File: config.mk
export PLATFORM = sky130hd
export DESIGN_NAME = period_meter_multi
export DESIGN_NICKNAME = d
export VERILOG_FILES = /design/src/rtl/period_meter_multi.sv
export SDC_FILE = /design/constraint.sdc
export NUM_CORES = 1
export LEC_CHECK = 0
export CAP_MARGIN = 20
export CORE_ASPECT_RATIO = 1.75
export CORE_MARGIN = 3
export CORE_UTILIZATION = 55
export CTS_BUF_LIST = sky130_fd_sc_hd__clkbuf_4 sky130_fd_sc_hd__clkbuf_8 sky130_fd_sc_hd__clkbuf_16
export DETAILED_ROUTE_END_ITERATION = 7
export GPL_TIMING_DRIVEN = 0
export PLACE_DENSITY = 0.8
export SYNTH_ARGS = -nofsm -noshare
export SYNTH_HDL_FRONTEND = slang
export SYNTH_SLANG_ARGS = --single-unit
File: constraint.sdc
create_clock -name clk_clk -period 8 [get_ports clk_clk]
set_input_delay 2.4 -clock clk_clk [delete_from_list [all_inputs] [get_ports clk_clk]]
set_output_delay 2.4 -clock clk_clk [all_outputs]
set_load 0.02 [all_outputs]
File: src/rtl/period_meter_multi.sv
// Multi-channel period / high-time meter with per-channel synchronisers and saturating counters.
// Optional 4-capture averaging is enabled by defining PERIOD_AVG_EN.
module period_meter_multi #(
    parameter int unsigned NUM_CH      = 4,
    parameter int unsigned CNT_W       = 28,
    parameter int unsigned SYNC_STAGES = 2
) (
    input  logic                    clk_clk,
    input  logic                    reset_reset,
    input  logic [NUM_CH-1:0]       sig_in,
    input  logic [NUM_CH-1:0]       mode_sel,
    input  logic                    freeze,
    output logic [NUM_CH*CNT_W-1:0] period_out,
    output logic [NUM_CH-1:0]       valid_pulse,
    output logic [NUM_CH-1:0]       data_valid,
    output logic [NUM_CH-1:0]       overflow
);

    typedef enum logic {StIdle, StRun} state_e;

    localparam logic [CNT_W-1:0] CntMax = '1;
    localparam logic [CNT_W-1:0] CntOne = CNT_W'(1);

    for (genvar i = 0; i < NUM_CH; i++) begin : g_ch
        logic [SYNC_STAGES-1:0] sync_q;
        logic                   edge_q;
        logic                   mode_q;
        state_e                 state_q;
        logic [CNT_W-1:0]       cnt_q;
        logic [CNT_W-1:0]       res_q;
        logic                   sat_q;
        logic                   valid_q;
        logic                   dv_q;
        logic                   ovf_q;

        logic                   sig_s;
        logic                   rise;
        logic                   fall;
        logic                   mode_chg;
        logic                   start;
        logic                   capture;
        logic [CNT_W-1:0]       cnt_inc_d;
        logic                   out_fire;
        logic [CNT_W-1:0]       out_val;
        logic                   out_ovf;

        always_comb begin
            sig_s     = sync_q[SYNC_STAGES-1];
            rise      = sig_s & ~edge_q;
            fall      = ~sig_s & edge_q;
            mode_chg  = mode_sel[i] != mode_q;
            start     = ~mode_chg && (state_q == StIdle) && rise;
            capture   = ~mode_chg && (state_q == StRun) && (mode_q ? fall : rise);
            cnt_inc_d = (cnt_q == CntMax) ? cnt_q : cnt_q + CntOne;
        end

`ifdef PERIOD_AVG_EN
        logic [CNT_W-1:0] hist_q [4];
        logic [3:0]       hsat_q;
        logic [CNT_W+1:0] sum_q;
        logic [CNT_W+1:0] sum_d;
        logic [2:0]       hcnt_q;

        // Entries start at zero, so subtracting the oldest is correct while filling.
        always_comb begin
            sum_d    = sum_q + {2'b00, cnt_q} - {2'b00, hist_q[3]};
            out_fire = hcnt_q >= 3'd3;
            out_val  = sum_d[CNT_W+1:2];
            out_ovf  = |{hsat_q[2:0], sat_q};
        end

        always_ff @(posedge clk_clk) begin
            if (reset_reset || mode_chg) begin
                for (int k = 0; k < 4; k++) hist_q[k] <= '0;
                hsat_q <= '0;
                sum_q  <= '0;
                hcnt_q <= '0;
            end else if (capture && !freeze) begin
                hist_q[0] <= cnt_q;
                hist_q[1] <= hist_q[0];
                hist_q[2] <= hist_q[1];
                hist_q[3] <= hist_q[2];
                hsat_q    <= {hsat_q[2:0], sat_q};
                sum_q     <= sum_d;
                if (hcnt_q != 3'd4) hcnt_q <= hcnt_q + 3'd1;
            end
        end
`else
        always_comb begin
            out_fire = 1'b1;
            out_val  = cnt_q;
            out_ovf  = sat_q;
        end
`endif

        always_ff @(posedge clk_clk) begin
            if (reset_reset) begin
                sync_q  <= '0;
                edge_q  <= 1'b0;
                mode_q  <= mode_sel[i];
                state_q <= StIdle;
                cnt_q   <= '0;
                res_q   <= '0;
                sat_q   <= 1'b0;
                valid_q <= 1'b0;
                dv_q    <= 1'b0;
                ovf_q   <= 1'b0;
            end else begin
                sync_q  <= {sync_q[SYNC_STAGES-2:0], sig_in[i]};
                edge_q  <= sig_s;
                mode_q  <= mode_sel[i];
                valid_q <= 1'b0;
                if (mode_chg) begin
                    state_q <= StIdle;
                    cnt_q   <= '0;
                    sat_q   <= 1'b0;
                    dv_q    <= 1'b0;
                end else if (start) begin
                    state_q <= StRun;
                    cnt_q   <= CntOne;
                    sat_q   <= 1'b0;
                end else if (capture) begin
                    // Restart happens even when frozen so the next interval is clean.
                    sat_q <= 1'b0;
                    if (mode_q) state_q <= StIdle;
                    else        cnt_q   <= CntOne;
                    if (!freeze && out_fire) begin
                        res_q   <= out_val;
                        ovf_q   <= out_ovf;
                        valid_q <= 1'b1;
                        dv_q    <= 1'b1;
                    end
                end else if (state_q == StRun) begin
                    cnt_q <= cnt_inc_d;
                    if (cnt_inc_d == CntMax) sat_q <= 1'b1;
                end
            end
        end

        assign period_out[i*CNT_W +: CNT_W] = res_q;
        assign valid_pulse[i]               = valid_q;
        assign data_valid[i]                = dv_q;
        assign overflow[i]                  = ovf_q;
    end

endmodule

==> results.yml <==
run_status:
  status: "finished clean"
placement:
  placed_cell_area_um2: 14530
  io_buffer_count: 133
  dp.cells: 2122
  gp_congestion: 0.9655
  place_ws_ns: 2.955
  place.detailed.hpwl_um: 30150
worst_setup_path:
  crit_type: "primary input to flip-flop"
  critPathLaunchType: "primary input"
  worstReg2RegEnd: "g_ch[1].cnt_q[3]"
  required_ns: 8.40
  cp_max_fo: 10
  r2r_start: "g_ch[1].cnt_q[0]"
  rrSetupSlack_ns: 4.89
  worst_setup_path_end_kind: "flip-flop"
  cp.arrival_ns: 4.91
  reg2reg_depth: 9
cells_and_area:
  syn_to_final_growth_pct: 19.96
  final_cells: 2167
  drive_gt1_share_pct: 6.213
  fin_nets: 1864
  insertedDiodeCount: 0
  fin_area_um2: 15380
  mostFrequentLayoutCells: "nand2_1, dfxtp_1, a21oi_1, nor2_1, clkdlybuf4s50_1"
  layout_commonest_cell: "nand2_1"
detailed_routing:
  drc: 0
  vias: 13026
  drtAntennaViolNets: 0
  drtIter0Drc: 1045
  dr.pass1.iters: 5
  viasPerCell: 6.011
  routed_wl_um: 40900
  wl_per_cell_um: 18.87
cts:
  cts-root-buf: "clkbuf_16"
  htreeDepth: 1
  clk_path_buf_depth: 3
  clkLatencyLatePin_ns: 0.54
  clk_pin_slew_ns: 0.07
  holdBufCountCts: 0
  cts_buffers: 25
  cts_tree: "yes"
  clock_sinks: 260
  post-cts-setup-buffers: 0
  post_cts_resized: 0
pwr:
  powerDensity_nw_per_um2: 168.9
  p_sw_uw: 570.4
  swShare_pct: 21.96
  leakage_uw: 0.004970
  vdd_ir_drop_max_uv: 187.4
  power.internal_uw: 2027
  pwr-share-seq_pct: 50.1
  comb_power_share_pct: 3.0
  power.share.clock_pct: 46.9
yosys:
  synthArstFlopShare_pct: 0
  postSynthAreaPerCell_um2: 7.591
  yosys_warnings: 0
  synth_seq_area_share_pct: 40.60
  syn_area_um2: 12820
  synthFlopType: "dfxtp_1"
  syn_nets: 1704
  synth_edf_count: 0
  netlist_instances: 1689
  ys_seq_elements: 260
  ys_types: 66
global_route:
  grt_pass1_vias: 12390
  gr-max-usage-layer: "met2"
  grt_pass1_wl_um: 64790
  overflow: 0
  antenna_found_initial: 0
  grt_use_met1_pct: 35.32
  grt_util_met3_pct: 4.025
  grt_use_total_pct: 31.51
  grt_max_degree: 16
  use_met2_pct: 57.88
worst_hold_path:
  min_path_type: "flip-flop to flip-flop"
  min_path_cells: 1
  hold_path_end: "g_ch[0].sync_q[1]"
  hp-start: "g_ch[0].sync_q[0]"
die:
  dieHeight_um: 208.0
  start_util_pct: 56.15
  boundaryPins: 135
  core-area_um2: 22830
  die_area_um2: 25250
  fp-row-count: 73
  die_w_um: 121.4
timing:
  period_share_pct: 56.38
  fin_crit_ns: 4.511
  worst_slew_pin_slew_ns: 0.9306
  timing.fmax_ghz: 0.2217
  setup-violations-final: 0
  slew_headroom_pct: 37.54
  setup_ws_ns: 3.489
  grt_setup_unrepaired: "false"
  fin_tns_setup_ns: 0
  hold_viol: 0
  clock_skew_ns: 0.01722
  maxSlewViolCount: 0
flow_run:
  timing.max_cap.violations: 0
==> state kept, by name (all words and copies together) (netlist names) <==
signal,cells
g_ch.state_q,4
g_ch.mode_q,4
g_ch.out_ovf,4
g_ch.dv_q,4
g_ch.sync_q,8
g_ch.cnt_q,112
g_ch.valid_q,4
g_ch.edge_q,4
g_ch.res_q,112
g_ch.ovf_q,4
==> cell type report <==
cell class,count,area [um2]
plain buffers,154,678.2
clock buffers,34,737.0
clock inverters,11,115.1
fillers,2043,7455
inverters,15,56.30
multi-input cells,1260,6882
flip-flops and latches,260,5205
well taps,300,375.4
repair buffers,133,1331
==> through the flow <==
step           utilization (%)  hold slack, ns  total power [uW]
2_1_floorplan                -          0.4138              1375
3_3_place_gp             63.62          0.4179              1405
3_5_place_dp             63.62          0.4204              1407
4_1_cts                  67.35          0.4246              2612
5_1_grt                  67.35          0.4488              2670
6_report                 67.35          0.4198              2598
==> power by group through the flow <==
stage | combinational [uW] | clock, uW | sequential (uW)
global placement | 74.9 | 0 | 1330
CTS | 76.4 | 1230 | 1300
global route | 83.9 | 1280 | 1300
floorplan | 45.1 | 0 | 1330
finish | 77.2 | 1220 | 1300
detailed placement | 76.0 | 0 | 1330
==> Yosys cell counts, drive strengths merged (27+ instances only) <==
master  count  share of area (%)
a21oi     196                7.7
a311oi     37                2.5
buf        39                1.9
clkbuf    115                3.4
dfxtp     260                 41
mux2i      27                2.1
nand2     291                8.6
nand3      58                2.3
nand4      46                2.4
nor2      177                5.2
nor3       54                2.4
o21ai      81                3.2
==> per-layer routing <==
layer	up-vias	routed length [um]
met5	-	0
met4	0	1894
met3	133	2234
met2	506	21220
met1	6097	15550
li1	6290	-
==> worst max-delay path, stage by stage <==
cell	delay [ns]
clkdlybuf4s50_1	0.51
or2_2	0.13
o21a_1	0.15
nand2b_1	0.15
or2_2	0.11
clkbuf_1	0.47
buf_1	0.62
mux2i_1	0.29
nor2_1	0.06
==> logic make-up (layout without fill, tap and decap cells) <==
group,Yosys count,after routing,synth area share [%]
AO/OA/AOI/OAI,416,416,19.32
XOR/XNOR,32,32,2.186
adder cells (fa/ha/maj),4,4,0.3904
buffers and inverters,169,347,5.728
flip-flops,260,260,40.60
multiplexers,29,29,2.284
AND/OR/NAND/NOR,779,779,29.49
==> how the worst max path moves through the flow <==
stage                startpoint                end  slack, ns
global placement    mode_sel[3]  g_ch[3].res_q[12]       3.06
CTS                 mode_sel[3]  g_ch[3].res_q[10]       3.51
finish              mode_sel[3]  g_ch[3].res_q[10]       3.49
global route        mode_sel[3]  g_ch[3].res_q[10]       3.35
detailed placement  mode_sel[3]  g_ch[3].res_q[12]       2.95
floorplan           mode_sel[3]   g_ch[3].res_q[3]       3.82
(Power assumes the default switching activity.)
